### config.mk
export PLATFORM = sky130hd
export DESIGN_NAME = hq2x_ctrl
export DESIGN_NICKNAME = d
export VERILOG_FILES = /design/src/rtl/hq2x_ctrl.sv
export SDC_FILE = /design/constraint.sdc
export NUM_CORES = 1
export LEC_CHECK = 0
export CAP_MARGIN = 40
export CORE_MARGIN = 1
export CORE_UTILIZATION = 54
export DETAILED_ROUTE_END_ITERATION = 10
export GPL_ROUTABILITY_DRIVEN = 0
export GPL_TIMING_DRIVEN = 0
export PLACE_DENSITY = 0.83
export SLEW_MARGIN = 20
export SYNTH_ARGS = -nofsm -noshare
export SYNTH_HDL_FRONTEND = slang
export SYNTH_SLANG_ARGS = --single-unit
export TNS_END_PERCENT = 1
### constraint.sdc
create_clock -name clk -period 3.8 [get_ports clk]
set_clock_uncertainty 0.1 [all_clocks]
set_input_delay 0.57 -clock clk [delete_from_list [all_inputs] [get_ports clk]]
set_output_delay 0.57 -clock clk [all_outputs]
set_load 0.01 [all_outputs]
### src/rtl/hq2x_ctrl.sv
// hq2x_ctrl: input line/frame sequencing and 2x output video timing for the hq2x scaler.
// Define HQ2X_CTRL_LINE_MEASURE_EN to derive the output half-period from measured input lines.
module hq2x_ctrl #(
  parameter int unsigned DEFAULT_PERIOD = 1364,
  parameter int unsigned H_ACTIVE       = 512,
  parameter int unsigned H_SYNC_START   = 560,
  parameter int unsigned H_SYNC_LEN     = 64,
  parameter int unsigned V_ACTIVE       = 480,
  parameter int unsigned V_SYNC_START   = 490,
  parameter int unsigned V_SYNC_LEN     = 2
) (
  input  logic       clk,
  input  logic       reset,
  input  logic       in_frame_start,
  input  logic       in_line_start,
  input  logic       hq_frame_available,
  output logic       reset_frame,
  output logic       reset_line,
  output logic [9:0] read_x,
  output logic       out_hs,
  output logic       out_vs,
  output logic       out_de,
  output logic       line_err
);

  localparam logic [10:0] HActive    = 11'(H_ACTIVE);
  localparam logic [10:0] HSyncStart = 11'(H_SYNC_START);
  localparam logic [10:0] HSyncEnd   = 11'(H_SYNC_START + H_SYNC_LEN);
  localparam logic [10:0] VActive    = 11'(V_ACTIVE);
  localparam logic [10:0] VSyncStart = 11'(V_SYNC_START);
  localparam logic [10:0] VSyncEnd   = 11'(V_SYNC_START + V_SYNC_LEN);

  typedef enum logic [1:0] {StIdle, StWaitFa, StRun} state_e;

  state_e      state_q, state_d;
  logic        frame_ev, line_ev, any_ev;
  logic        fa_seen_q;
  logic [1:0]  rl_cnt_q;
  logic        rf_q;
  logic [9:0]  hp;
  logic        err;
  logic [9:0]  ox_q;
  logic        sub_q;
  logic [10:0] oline_q;
  logic        de_q, hs_q, vs_q;
  logic        run, in_h, v_act, h_sync, v_sync, wrap;

  // A simultaneous frame and line pulse is a single frame-start event.
  assign frame_ev = in_frame_start;
  assign line_ev  = in_line_start & ~in_frame_start;
  assign any_ev   = in_line_start | in_frame_start;

  always_ff @(posedge clk) begin
    if (reset) state_q <= StIdle;
    else       state_q <= state_d;
  end

  always_comb begin
    state_d = state_q;
    unique case (state_q)
      StIdle:   if (frame_ev) state_d = StWaitFa;
      StWaitFa: if (line_ev && fa_seen_q) state_d = StRun;
      StRun:    if (frame_ev) state_d = StWaitFa;
      default:  state_d = StIdle;
    endcase
  end

  always_comb begin
    run    = (state_q == StRun);
    in_h   = {1'b0, ox_q} < HActive;
    v_act  = oline_q < VActive;
    h_sync = ({1'b0, ox_q} >= HSyncStart) && ({1'b0, ox_q} < HSyncEnd);
    v_sync = (oline_q >= VSyncStart) && (oline_q < VSyncEnd);
    read_x = '0;
    if (run && in_h && !reset) read_x = {sub_q, ox_q[8:0]};
    out_de      = de_q & run & ~reset;
    out_hs      = hs_q & run & ~reset;
    out_vs      = vs_q & run & ~reset;
    reset_frame = rf_q & ~reset;
    reset_line  = (rl_cnt_q != 2'd0) & ~reset;
    line_err    = err & ~reset;
  end

  // Scaler resets; a new pulse reloads the 2-clk line-reset window.
  always_ff @(posedge clk) begin
    if (reset) begin
      rf_q      <= 1'b0;
      rl_cnt_q  <= 2'd0;
      fa_seen_q <= 1'b0;
    end else begin
      rf_q <= frame_ev;
      if (any_ev)                rl_cnt_q <= 2'd2;
      else if (rl_cnt_q != 2'd0) rl_cnt_q <= rl_cnt_q - 2'd1;
      if (state_q != StWaitFa || frame_ev) fa_seen_q <= 1'b0;
      else if (hq_frame_available)         fa_seen_q <= 1'b1;
    end
  end

  assign wrap = ({1'b0, ox_q} + 11'd1) >= {1'b0, hp};

  // Output raster; a line start ending the second subline counts as that subline's wrap.
  always_ff @(posedge clk) begin
    if (reset || !run) begin
      ox_q    <= '0;
      sub_q   <= 1'b0;
      oline_q <= '0;
    end else if (any_ev) begin
      ox_q  <= '0;
      sub_q <= 1'b0;
      if (sub_q) oline_q <= oline_q + {10'd0, ~&oline_q};
    end else if (wrap) begin
      ox_q    <= '0;
      sub_q   <= ~sub_q;
      oline_q <= oline_q + {10'd0, ~&oline_q};
    end else begin
      ox_q <= ox_q + 10'd1;
    end
  end

  // Timing flags follow read_x by one clk to match the scaler's registered read.
  always_ff @(posedge clk) begin
    if (reset) begin
      de_q <= 1'b0;
      hs_q <= 1'b0;
      vs_q <= 1'b0;
    end else begin
      de_q <= run && in_h && v_act;
      hs_q <= run && h_sync;
      vs_q <= run && v_sync;
    end
  end

`ifdef HQ2X_CTRL_LINE_MEASURE_EN
  localparam logic [10:0] PeriodRst = 11'(DEFAULT_PERIOD);

  logic [10:0] pcnt_q, period_q;
  logic        pvalid_q, err_q;

  // Period latches only once a previous line start gives a valid reference.
  always_ff @(posedge clk) begin
    if (reset) begin
      pcnt_q   <= '0;
      period_q <= PeriodRst;
      pvalid_q <= 1'b0;
      err_q    <= 1'b0;
    end else begin
      if (any_ev) begin
        pcnt_q   <= '0;
        pvalid_q <= 1'b1;
        if (pvalid_q) period_q <= (&pcnt_q) ? pcnt_q : pcnt_q + 11'd1;
      end else if (!(&pcnt_q)) begin
        pcnt_q <= pcnt_q + 11'd1;
      end
      if (&pcnt_q) err_q <= 1'b1;
    end
  end

  assign hp  = period_q[10:1];
  assign err = err_q;
`else
  assign hp  = 10'(DEFAULT_PERIOD >> 1);
  assign err = 1'b0;
`endif

endmodule

==> metrics.txt <==
Hold Buf Count CTS=0; die height=~58 µm; PwrDens=269.0 mW/mm²; global-route wire length before repair=5713 µm; worst hold path type=reg -> reg; via count=1467; WL/cell=11.81 µm; GR Util All Layers=~22%; EDFF count, synth=0; CTS Buf Count=5; Setup TNS=0 ns; CP endpoint kind=output pin; Sw Share=a little under a quarter; WP data arrival=2.50 ns; CTS max path bufs=2; hold path startpoint=rl_cnt_q[0]; status=finished, final reports clean; Clock Power Share=roughly a third; Crit. Startpoint=state_q[0]; Final ANT Viol Nets=0; CTS Root Cell=clkbuf_4; Pwr Total=0.5348 mW; Post-synth ARST share=0%; P_int=0.4091 mW; H-tree depth=2; crit-path cells=nand2b_1 -> or2_2 -> clkbuf_1 -> nor2_1 -> and2_1 -> clkdlybuf4s50_1; # rows=20; commonest non-fill, non-tap cell in the layout=dfxtp_1; fmax=0.3159 GHz; CP peak stage delay=0.53 ns; CP Max Fanout=8; Sw Pwr=0.1257 mW; 1st-pass router iterations=4; most frequent cells in the layout=dfxtp_1, nor2_1, clkdlybuf4s50_1; Post-CTS Setup Inserts=0; met1 WL=1582 µm; max_slew headroom=61.56%; Final period util=83.30%; startpoint types=flop; Ant. Diodes=0; endpoints failing setup=0; mapped cell area=0.001703 mm²; Slew Viols, Final=0; vias per inst=approximately 5.3; Met2 Wirelength=between 1000 and 1500 µm; die footprint=between 0.003 and 0.004 mm²; initial DRC count=89; share of cells above drive strength 1=10.39%; combined area of the multi-input logic cells=984.7 µm²; Logic pwr share=3.7%; # clock sinks=31; worst hold path stage count=1; reg2reg path depth=9; Core Footprint=0.003028 mm²; Cells after Synth=205; Unique masters post-synth=53; initial antenna violation count=0; Worst Path Class, Setup=reg -> out; Inst Count DP=267; final cell count without fillers=275; Seq/Total Area, Yosys=36.44%; DR top layer=met4; Starting Density=56.24%; met3 WL=166 µm; PortBufs=18; Slew @ Worst Pin=0.5744 ns; syn_area_per_cell=8.307 µm²; Peak supply drop=161.5 µV; Clk pin slew, worst setup/hold paths=0.09 ns; global route overflow=0; Critical Path RT=3.13 ns; Synthesized Nets=215; crit path time final=about 3.2 ns; clock latency on the worst-skew pair=0.34 ns; vias in the first global route=1309; RR Startpoint=ox_q[0]; Final Hold Vio Count=0; Flop pwr share=roughly three fifths; CTS tree=yes; die span in x=58.16 µm; slowest CP cell=clkdlybuf4s50_1; DP HPWL=2328 µm; dominant synthesized flop cell=dfxtp_1; flip-flop and latch area=around 620 µm²; Layout Nets=240; routed wire length=3248 µm; drt drc=0; fillers=247; unrepaired setup endpoints after global routing=no; YS warnings=0; Lkg Pwr=0.6808 nW; Syn-to-layout area delta=16.75%; io pins=21; largest net degree at the start of global routing=11; #FFs+latches synth=31; max-cap viol count=0; Resized cells post-CTS=0
-- power groups by stage --
stage / sequential, mW / clock (mW) / combinational, mW
2_1_floorplan: 0.336 / 0 / 0.0123
3_3_place_gp: 0.336 / 0 / 0.0196
3_5_place_dp: 0.337 / 0 / 0.0198
4_1_cts: 0.329 / 0.190 / 0.0199
5_1_grt: 0.330 / 0.206 / 0.0218
6_report: 0.329 / 0.186 / 0.0198
-- logic make-up (layout without fill, tap and decap cells) --
logic type                 Yosys count  after routing  synth area share (%)
buffers and inverters               21             47                 5.731
other                                1              1                0.2202
AOI/OAI and AO/OA                   36             36                 15.87
adders and majority gates            5              5                 3.674
muxes                                2              2                 1.176
and+or+nand+nor                     98             98                 31.23
DFF                                 31             31                 36.44
xor gates and xnor gates            11             11                 5.657
-- worst max-delay path, delay by kind of cell (launching register included) --
family | cells | cell delay, ns
DFF | 1 | 0.35
buffers and inverters | 2 | 0.70
and+or+nand+nor | 4 | 1.10
-- per-layer routing --
metal,global-route usage (%),vias up
li1,-,761
met1,29.38,658
met2,32.84,42
met3,5.357,6
met4,13.27,0
met5,0,-
-- area by class of cell --
type | instances | share of cell area [%]
multi-input cells | 153 | 49.53
flip-flops and latches | 31 | 31.21
repair buffers | 18 | 9.062
plain buffers | 11 | 3.021
well taps | 44 | 2.769
clock buffers | 7 | 2.266
inverters | 10 | 1.888
clock inverters | 1 | 0.2517
-- cell usage after synthesis (4+ instances only) --
| cell type | n | area share [%] |
|---|---|---|
| nand2_1 | 10 | 2.2 |
| a21oi_1 | 11 | 3.2 |
| inv_1 | 10 | 2.2 |
| nand4_1 | 7 | 2.6 |
| xor2_1 | 4 | 2.1 |
| nand3_1 | 8 | 2.4 |
| clkbuf_1 | 5 | 1.1 |
| ha_1 | 5 | 3.7 |
| dfxtp_1 | 31 | 36 |
| and2_1 | 14 | 5.1 |
| nor2_1 | 26 | 5.7 |
| and3_1 | 7 | 2.6 |
| xnor2_1 | 7 | 3.6 |
| nor3_1 | 6 | 1.8 |
-- per-stage QoR --
step	setup slack, ns	hold WS (ns)	util (%)	cell area [µm²]
final	0.6346	0.3570	65.66	1988
after global routing	0.4607	0.3890	65.66	1988
after CTS	0.5894	0.3618	65.66	1988
after detailed placement	0.6739	0.3484	64.01	1938
after global placement	0.6729	0.3405	64.01	1938
after floorplan	1.437	0.3244	-	1703
-- sequential cells by signal, summed over array words and instances (netlist names) --
signal and flops:
de_q 1, fa_seen_q 1, hs_q 1, oline_q 11
ox_q 10, rf_q 1, rl_cnt_q 2, state_q 2
sub_q 1, vs_q 1
-- final timing paths --
check / endpoint / slack [ns]
setup reg to reg: oline_q[6] / 1.21
hold / removal: rl_cnt_q[0] / 0.36
hold reg to reg: rl_cnt_q[0] / 0.36
setup / recovery: read_x[9] / 0.63
No activity file was read; power rests on OpenSTA's default activity.
